$ cat src/rtl/crp16_alu_seq.sv
// Multi-cycle CRP16 ALU: single-cycle logic/shift/add ops, iterative shift-add multiply and
// restoring divide. Define CRP16_ALU_DIV_EN to build the divider (ops 12/13); otherwise they act as reserved.
module crp16_alu_seq #(
  parameter int WIDTH = 16
) (
  input  logic             clk,
  input  logic             resetn,
  input  logic             in_valid,
  output logic             in_ready,
  input  logic [WIDTH-1:0] x,
  input  logic [WIDTH-1:0] y,
  input  logic [3:0]       select,
  output logic             out_valid,
  input  logic             out_ready,
  output logic [WIDTH-1:0] alu_out,
  output logic             v,
  output logic             c,
  output logic             n,
  output logic             z
);
  localparam int SHW = $clog2(WIDTH);
  localparam logic [SHW-1:0] CNT_LAST = SHW'(WIDTH - 1);

  typedef enum logic [1:0] {S_IDLE, S_MUL, S_DIV} state_t;

  state_t           state_q;
  logic             vld_q, v_q, c_q, n_q, z_q;
  logic [WIDTH-1:0] res_q;
  logic [SHW-1:0]   cnt_q;

  // iteration datapath: acc = product high half / partial remainder, lo = multiplier / dividend->quotient
  logic [WIDTH-1:0] acc_q, lo_q, opb_q;
  logic             hi_sel_q;

  logic             accept, is_mul;
  logic signed [WIDTH-1:0] xs;
  logic [SHW-1:0]   shamt;
  logic [WIDTH-1:0] b_eff;
  logic             cin;
  logic [WIDTH:0]   add_sum;
  logic [WIDTH-1:0] sc_res;
  logic             sc_v, sc_c;
  logic [WIDTH:0]   mul_sum;
  logic [WIDTH-1:0] mul_acc_nx, mul_lo_nx;
  logic [WIDTH-1:0] ld_res;
  logic             ld_v, ld_c;

  function automatic logic add_ovf(input logic a_msb, input logic b_msb, input logic s_msb);
    return (a_msb == b_msb) && (s_msb != a_msb);
  endfunction

  assign in_ready = (state_q == S_IDLE) && (!vld_q || out_ready);
  assign accept   = in_valid && in_ready;
  assign is_mul   = (select == 4'd10) || (select == 4'd11);
  assign xs       = x;
  assign shamt    = y[SHW-1:0];

`ifdef CRP16_ALU_DIV_EN
  logic             is_div;
  logic [WIDTH:0]   div_sh;
  logic             div_ge;
  logic [WIDTH-1:0] div_dif, div_acc_nx, div_lo_nx;

  assign is_div = (select == 4'd12) || (select == 4'd13);

  // one restoring step; the partial remainder never needs more than WIDTH+1 bits
  always_comb begin
    div_sh     = {acc_q, lo_q[WIDTH-1]};
    div_ge     = div_sh >= {1'b0, opb_q};
    div_dif    = div_sh[WIDTH-1:0] - opb_q;
    div_acc_nx = div_ge ? div_dif : div_sh[WIDTH-1:0];
    div_lo_nx  = {lo_q[WIDTH-2:0], div_ge};
  end
`endif

  always_comb begin
    b_eff = y;
    cin   = 1'b0;
    case (select)
      4'd7:    begin b_eff = ~y; cin = 1'b1; end
      4'd8:    cin = c_q;
      4'd9:    begin b_eff = ~y; cin = c_q; end
      default: ;
    endcase
    add_sum = {1'b0, x} + {1'b0, b_eff} + {{WIDTH{1'b0}}, cin};

    sc_res = '0;
    sc_v   = 1'b0;
    sc_c   = 1'b0;
    case (select)
      4'd0: sc_res = x >> shamt;
      4'd1: sc_res = $unsigned(xs >>> shamt);
      4'd2: sc_res = x << shamt;
      4'd3: sc_res = x & y;
      4'd4: sc_res = x | y;
      4'd5: sc_res = x ^ y;
      4'd6, 4'd7, 4'd8, 4'd9: begin
        sc_res = add_sum[WIDTH-1:0];
        sc_c   = add_sum[WIDTH];
        sc_v   = add_ovf(x[WIDTH-1], b_eff[WIDTH-1], add_sum[WIDTH-1]);
      end
      default: sc_v = 1'b1;
    endcase
  end

  always_comb begin
    mul_sum    = {1'b0, acc_q} + (lo_q[0] ? {1'b0, opb_q} : '0);
    mul_acc_nx = mul_sum[WIDTH:1];
    mul_lo_nx  = {mul_sum[0], lo_q[WIDTH-1:1]};
  end

  always_comb begin
    ld_res = sc_res;
    ld_v   = sc_v;
    ld_c   = sc_c;
    if (state_q == S_MUL) begin
      ld_res = hi_sel_q ? mul_acc_nx : mul_lo_nx;
      ld_v   = hi_sel_q ? 1'b0 : |mul_acc_nx;
      ld_c   = hi_sel_q ? 1'b0 : |mul_acc_nx;
    end
`ifdef CRP16_ALU_DIV_EN
    else if (state_q == S_DIV) begin
      ld_res = hi_sel_q ? div_acc_nx : div_lo_nx;
      ld_v   = ~|opb_q;
      ld_c   = 1'b0;
    end
`endif
  end

  always_ff @(posedge clk or negedge resetn) begin
    if (!resetn) begin
      state_q <= S_IDLE;
      vld_q   <= 1'b0;
      res_q   <= '0;
      v_q     <= 1'b0;
      c_q     <= 1'b0;
      n_q     <= 1'b0;
      z_q     <= 1'b0;
      cnt_q   <= '0;
    end else begin
      case (state_q)
        S_IDLE: begin
          if (vld_q && out_ready) vld_q <= 1'b0;
          if (accept) begin
            cnt_q <= '0;
            if (is_mul) begin
              state_q <= S_MUL;
            end
`ifdef CRP16_ALU_DIV_EN
            else if (is_div) begin
              state_q <= S_DIV;
            end
`endif
            else begin
              vld_q <= 1'b1;
              res_q <= ld_res;
              v_q   <= ld_v;
              c_q   <= ld_c;
              n_q   <= ld_res[WIDTH-1];
              z_q   <= ~|ld_res;
            end
          end
        end
        S_MUL, S_DIV: begin
          cnt_q <= cnt_q + SHW'(1);
          if (cnt_q == CNT_LAST) begin
            state_q <= S_IDLE;
            vld_q   <= 1'b1;
            res_q   <= ld_res;
            v_q     <= ld_v;
            c_q     <= ld_c;
            n_q     <= ld_res[WIDTH-1];
            z_q     <= ~|ld_res;
          end
        end
        default: state_q <= S_IDLE;
      endcase
    end
  end

  always_ff @(posedge clk) begin
    if (accept && is_mul) begin
      acc_q    <= '0;
      lo_q     <= y;
      opb_q    <= x;
      hi_sel_q <= select[0];
    end
`ifdef CRP16_ALU_DIV_EN
    else if (accept && is_div) begin
      acc_q    <= '0;
      lo_q     <= x;
      opb_q    <= y;
      hi_sel_q <= select[0];
    end else if (state_q == S_DIV) begin
      acc_q <= div_acc_nx;
      lo_q  <= div_lo_nx;
    end
`endif
    else if (state_q == S_MUL) begin
      acc_q <= mul_acc_nx;
      lo_q  <= mul_lo_nx;
    end
  end

  assign out_valid = vld_q;
  assign alu_out   = res_q;
  assign v         = v_q;
  assign c         = c_q;
  assign n         = n_q;
  assign z         = z_q;

endmodule

$ cat config.mk
export PLATFORM = sky130hd
export DESIGN_NAME = crp16_alu_seq
export DESIGN_NICKNAME = d
export VERILOG_FILES = /design/src/rtl/crp16_alu_seq.sv
export SDC_FILE = /design/constraint.sdc
export NUM_CORES = 1
export LEC_CHECK = 0
export BUFFER_PORTS_ARGS = -buffer_cell sky130_fd_sc_hd__clkbuf_2
export CAP_MARGIN = 15
export CELL_PAD_IN_SITES_DETAIL_PLACEMENT = 1
export CELL_PAD_IN_SITES_GLOBAL_PLACEMENT = 1
export CORE_MARGIN = 3
export CORE_UTILIZATION = 29
export DETAILED_ROUTE_END_ITERATION = 8
export GPL_TIMING_DRIVEN = 0
export HOLD_SLACK_MARGIN = 0.03
export PLACE_DENSITY = 0.54
export SETUP_SLACK_MARGIN = 0.2
export SYNTH_ARGS = -nofsm -noshare
export SYNTH_HDL_FRONTEND = slang
export SYNTH_SLANG_ARGS = --single-unit
$ cat constraint.sdc
create_clock -name clk -period 10.92 [get_ports clk]
set_clock_uncertainty 0.1 [all_clocks]
set_input_delay 3.276 -clock clk [delete_from_list [all_inputs] [get_ports clk]]
set_output_delay 3.276 -clock clk [all_outputs]
set_load 0.03 [all_outputs]
==> results.yml, run 1 <==
floorplan:
  dieArea_sq_um: 28600
  start_util: 0.295
  fp.dieW_um: 169
  core_area_sq_um: 26100
  rows: 59
  num_io_pins: 62
  dieHeight_um: 169
sta:
  slew_headroom: 0.313
  tns_ns: 0
  fin_crit_sh: 0.761
  slew_viol_final: 0
  fin_crit_ns: 8.31
  worstMarginPinSlew_ns: 1.02
  setup_violations: 0
  max_freq_ghz: 0.120
  hold_violations: 0
  rsz0062_at_grt: "no"
logic_synthesis:
  avgSynthCellArea_sq_um: 8.51
  ys.flop_type: "edfxtp_1"
  synth_nets: 1014
  synth_edf_count: 33
  syn-cell-area_sq_um: 7710
  synth-seq-area-share: 0.251
  async_reset_ff_frac: 0.338
  postSynthCellCount: 906
  ys_ff_latch: 74
  yosys_warnings: 0
  synth.distinct_cells: 90
cts:
  clk_latency_ns: 0.34
  cts_sinks: 74
  clkTransAtPathRegs_ns: 0.06
  post_cts_buffers: 0
  cts_root_buffer: "clkbuf_16"
  ctsHoldBuffers: 0
  cts_tree: "done"
  max-clock-path-buffers: 2
  numCtsBuffers: 9
  htreeDepth: 3
  cts.repair.resized: 0
setup_path:
  critPathKind: "input pin to register"
  crit_path_end_kind: "register"
  path_max_fanout: 10
  worstPathRequired_ns: 11.06
  critPathArrivalTime_ns: 8.45
  critPathLaunchType: "input pin"
final_layout:
  layout-drive-gt1-share: 0.139
  final_cells: 1318
  final_nets: 1086
  areaGrowthSynthToFinish_pct: 13.6
  utilization: 0.335
  diodes: 0
pwr:
  peakVddDrop_v: 0.0000719
  p_leak_nw: 3.63
  power.density_nw_per_um2: 156
  power.total_mw: 1.36
grt:
  grt_use_total: 0.228
  grt-ovfl-total: 0
  grt_pass1_wl_mm: 49.1
  grt_pass1_vias: 7594
  grt_max_degree: 26
  antenna_found_initial: 0
routing:
  post_drt_via_cell_ratio: 5.76
  drtIter0Drc: 680
  wl_per_cell_um: 24.9
  dr.pass1.iters: 5
  ant_nets: 0
  num_vias: 7593
  drt-total-wl_mm: 32.8
  drc: 0
run:
  maxCapViolCount: 0
placed_design:
  dp.cells: 1302
  place.gp.congestion: 0.943
  dpl.hpwl_mm: 26.0
  port_buffers: 59
min_path:
  worstHoldPathType: "register to register"
run_status:
  status: "finished clean"
==> Yosys cell counts (4+ instances only) <==
cell type  number  area [sq um]
dfxtp_1        16           320
a22oi_1         8          60.1
clkbuf_1       26          97.6
a211oi_1       10          75.1
mux2_2         15           169
nand4b_1        5          43.8
a22o_1          8          70.1
nor3_1         14          70.1
or3_1           4          25.0
nor2_1         77           289
o21ai_0        58           290
nand4_1         7          43.8
a32o_1          6          60.1
dfrtp_1        25           626
nor2b_1        13          81.3
a21oi_1        51           255
a221oi_1        7          61.3
a21o_1          9          67.6
ha_1           65           813
nand2_1        95           357
xnor2_1        29           254
mux4_2          9           203
a31oi_1        13          81.3
buf_2          15          75.1
o31ai_1         7          52.6
a211o_1         4          35.0
inv_1          48           180
edfxtp_1       33           991
nand2b_1       10          62.6
nor4_1          5          31.3
o21a_1          8          60.1
o22ai_1        13          81.3
buf_1           9          33.8
o211ai_1       14           105
mux2i_1        21           210
nand3_1        22           110
o21ai_1         4          20.0
xor2_1         11          96.3
and2_1         21           131
mux4_1          7           184
==> area by class of cell <==
class	count	area [sq um]
Inverter	49	184
Sequential cell	74	1940
Buffer	56	282
Clock buffer	11	254
Tap cell	335	419
Multi-Input combinational cell	727	5320
Timing Repair Buffer	61	308
Fill cell	3169	17400
Clock inverter	5	61.3
==> per-stage QoR <==
step                      hold slack, ns  worst slack [ns]  cell area (sq um)
after floorplan                    0.340              3.72               7710
after global placement             0.352              2.34               8430
after detailed placement           0.361              2.34               8450
after CTS                          0.371              2.69               8760
after global routing               0.389              2.21               8760
final                              0.368              2.61               8760
==> worst max-delay path: stages <==
cell and delay [ns]:
clkbuf_2 0.11, buf_2 0.18, nor2b_1 0.48, mux2_2 0.44, nand2_1 0.33, xnor2_1 0.25
fa_1 0.45, fa_1 0.48, a21oi_1 0.17, o2111ai_1 0.19, a21oi_1 0.33, o21bai_1 0.12
xor2_1 0.16, a211oi_1 0.55, o22ai_1 0.25, or4_1 0.47, o41ai_2 0.21
==> final timing paths <==
| check | from | to | slack (ns) | depth (start not counted) |
|---|---|---|---|---|
| max | select[2] | z$_DFFE_PN0P_ | 2.61 | 17 |
| min | acc_q[8]$_SDFFE_PP0P_ | acc_q[8]$_SDFFE_PP0P_ | 0.37 | 2 |
| max in group asynchronous | resetn | cnt_q[0]$_DFFE_PN0P_ | 7.46 | 1 |
| min in group asynchronous | resetn | v$_DFFE_PN0P_ | 2.84 | 1 |
| min reg2reg | acc_q[8]$_SDFFE_PP0P_ | acc_q[8]$_SDFFE_PP0P_ | 0.37 | 2 |
| max reg2reg | c$_DFFE_PN0P_ | z$_DFFE_PN0P_ | 6.44 | 13 |
==> state kept, by name (all words and copies together) (netlist names), 4 cells and up <==
register / flops
acc_q: 16
alu_out: 15
cnt_q: 4
lo_q: 16
opb_q: 16
==> layout by cell type, fill, tap and decap left out, types with 5 or more instances in the layout <==
cell type / n
clkbuf_16: 10
nand4_1: 7
nand3_1: 22
o31ai_1: 7
nand4b_1: 5
nor2b_1: 13
mux4_1: 7
o211ai_1: 14
buf_2: 16
nand2_1: 95
a211oi_1: 10
nand2b_1: 10
xor2_1: 11
edfxtp_1: 33
a31oi_1: 13
dfxtp_1: 16
clkbuf_2: 60
o22ai_1: 13
and2_1: 21
nor4_1: 5
inv_1: 48
clkbuf_1: 27
a21o_1: 9
a32o_1: 6
nor3_1: 14
mux4_2: 9
mux2i_1: 21
nor2_1: 77
ha_1: 65
a221oi_1: 7
o21ai_0: 58
dfrtp_1: 25
mux2_2: 15
a22o_1: 8
xnor2_1: 29
a21oi_1: 51
a22oi_1: 8
buf_1: 9
o21a_1: 8
==> cell families after synthesis <==
logic type / after synthesis / synth area share
and+or+nand+nor: 298 / 0.188
AOI/OAI and AO/OA: 264 / 0.233
buffers and inverters: 105 / 0.0603
DFF: 74 / 0.251
adders and majority gates: 68 / 0.113
muxes: 57 / 0.109
xor gates and xnor gates: 40 / 0.0454
==> routing by layer <==
layer | part of all wire | wire length, um | track usage | up-vias
li1 | - | - | - | 3524
met1 | 0.47 | 15500 | 0.323 | 3785
met2 | 0.45 | 14900 | 0.362 | 240
met3 | 0.052 | 1690 | 0.0336 | 44
met4 | 0.024 | 792 | 0.0626 | 0
met5 | 0 | 0 | 0 | -
==> report_power, final <==
group | internal (mW) | total [mW] | switching (mW)
sequential | 0.349 | 0.382 | 0.0330
combinational | 0.229 | 0.666 | 0.437
clock | 0.192 | 0.317 | 0.125
No activity file was read; power rests on OpenSTA's default activity.
==> run 2, diff against run 1 <==
--- a/config.mk
+++ b/config.mk
@@ -14,7 +14,7 @@
 export DETAILED_ROUTE_END_ITERATION = 8
 export GPL_TIMING_DRIVEN = 0
 export HOLD_SLACK_MARGIN = 0.03
-export PLACE_DENSITY = 0.54
+export PLACE_DENSITY = 0.56
 export SETUP_SLACK_MARGIN = 0.2
 export SYNTH_ARGS = -nofsm -noshare
 export SYNTH_HDL_FRONTEND = slang
==> constraint.sdc (replaced) <==
create_clock -name clk -period 7.3 [get_ports clk]
set_clock_uncertainty 0.1 [all_clocks]
set_input_delay 2.19 -clock clk [delete_from_list [all_inputs] [get_ports clk]]
set_output_delay 2.19 -clock clk [all_outputs]
set_load 0.03 [all_outputs]
==> run 2 against run 1 <==
Against the previous run: clock power is 34% higher; first-iteration DRC count is 9.4% lower; highest routed layer unchanged; sequential share of layout area is 0.076 points higher; die area stayed put; count of clock-buffer cells in the layout is 2 lower; sequential cell count stayed put; non-clock buffer count is 1 lower.
==> results.yml, run 2 (synthesis gave the netlist of run 1 again) <==
run_status:
  status: "finished clean"
cts:
  numCtsBuffers: 9
  max-clock-path-buffers: 2
  ctsHoldBuffers: 0
  post_cts_buffers: 0
  cts_sinks: 74
  clkTransAtPathRegs_ns: 0.07
  htreeDepth: 3
  clk_latency_ns: 0.34
  cts.repair.resized: 1
  cts_root_buffer: "clkbuf_16"
  cts_tree: "done"
grt:
  grt_pass1_vias: 7620
  grt_use_total: 0.225
  antenna_found_initial: 0
  grt-ovfl-total: 0
  grt_pass1_wl_mm: 48.8
  grt_max_degree: 26
setup_path:
  critPathArrivalTime_ns: 7.00
  path_max_fanout: 10
  critPathLaunchType: "input pin"
  critPathKind: "input pin to register"
  crit_path_end_kind: "register"
  worstPathRequired_ns: 7.44
  rrSetupSlack_ns: 2.94
  r2r_cells: 13
  rr_endpoint: "z$_DFFE_PN0P_"
  r2r-start: "c$_DFFE_PN0P_"
floorplan:
  rows: 59
  core_area_sq_um: 26100
  fp.dieW_um: 169
  dieHeight_um: 169
  dieArea_sq_um: 28600
  start_util: 0.295
  num_io_pins: 62
sta:
  worstMarginPinSlew_ns: 1.14
  max_freq_ghz: 0.146
  rsz0062_at_grt: "no"
  setup_violations: 0
  fin_crit_ns: 6.85
  slew_viol_final: 0
  fin_crit_sh: 0.939
  layout_setup_ws_ns: 0.447
  slew_headroom: 0.231
  hold_violations: 0
final_layout:
  reg.largest.list: "acc_q x16, lo_q x16, opb_q x16"
  utilization: 0.334
  areaGrowthSynthToFinish_pct: 13.2
  layout-drive-gt1-share: 0.142
  diodes: 0
  fillers: 3167
  final_cell_mix: "nand2_1 (95), nor2_1 (77), ha_1 (65)"
  final_common_cell: "nand2_1"
  final_nets: 1085
  final_cells: 1317
pwr:
  p_leak_nw: 3.61
  peakVddDrop_v: 0.0000989
  power.density_nw_per_um2: 228
placed_design:
  dpl.hpwl_mm: 25.9
  port_buffers: 59
  place.gp.congestion: 0.911
  place_ws_ns: -0.236
  dp.cells: 1301
routing:
  wl_per_cell_um: 24.7
  ant_nets: 0
  drc: 0
  num_vias: 7677
  post_drt_via_cell_ratio: 5.83
  drtIter0Drc: 616
  drt-total-wl_mm: 32.6
  dr.pass1.iters: 5
run:
  maxCapViolCount: 0
min_path:
  hold-path-endpoint: "acc_q[5]$_SDFFE_PP0P_"
  whs_path_depth: 2
  worstHoldPathType: "register to register"
  hp-start: "acc_q[5]$_SDFFE_PP0P_"
==> run 2: final cells by class <==
class	count	area, sq um	share of cell area
Sequential cell	74	1940	0.222
Inverter	49	184	0.0211
Tap cell	335	419	0.0480
Clock buffer	9	225	0.0258
Multi-Input combinational cell	727	5330	0.610
Timing Repair Buffer	60	303	0.0347
Buffer	56	283	0.0324
Clock inverter	7	52.6	0.00602
==> run 2: where the power goes <==
part | switching, mW | internal (mW)
Clock | 0.193 | 0.232
Sequential | 0.0496 | 0.521
Combinational | 0.652 | 0.341
Total | 0.894 | 1.09
==> run 2: worst max path at each step <==
stage,from,end,slack [ns],depth (start not counted)
after floorplan,select[3],z$_DFFE_PN0P_,1.18,15
after global placement,select[2],z$_DFFE_PN0P_,-0.23,17
after detailed placement,select[2],z$_DFFE_PN0P_,-0.24,17
after CTS,select[0],z$_DFFE_PN0P_,0.23,16
after global routing,select[1],z$_DFFE_PN0P_,0.21,16
final,select[1],z$_DFFE_PN0P_,0.45,16
==> run 2: stage by stage <==
step | cell area (sq um) | total power [mW] | hold slack (ns) | setup TNS (ns)
after floorplan | 7710 | 1.22 | 0.340 | 0
after global placement | 8430 | 1.56 | 0.352 | -0.234
after detailed placement | 8440 | 1.57 | 0.359 | -0.236
after CTS | 8720 | 1.99 | 0.371 | 0
after global routing | 8730 | 2.11 | 0.399 | 0
final | 8730 | 1.99 | 0.366 | 0
==> run 2: critical path, cell delays in order <==
cell       delay, ns
buf_2           0.19
buf_2           0.32
buf_1           0.51
nor2b_1         0.23
a32o_1          0.28
fa_1            0.45
fa_1            0.48
a21oi_1         0.20
o2111ai_1       0.21
a21oi_1         0.34
o21bai_1        0.11
xor2_1          0.17
a211oi_2        0.41
o22ai_1         0.22
or4_1           0.46
o41ai_2         0.21
==> run 2: metal layers <==
layer,wire length [um],track usage
met5,0,0
met3,1800,0.0346
met1,15200,0.317
met4,813,0.0590
met2,14800,0.361
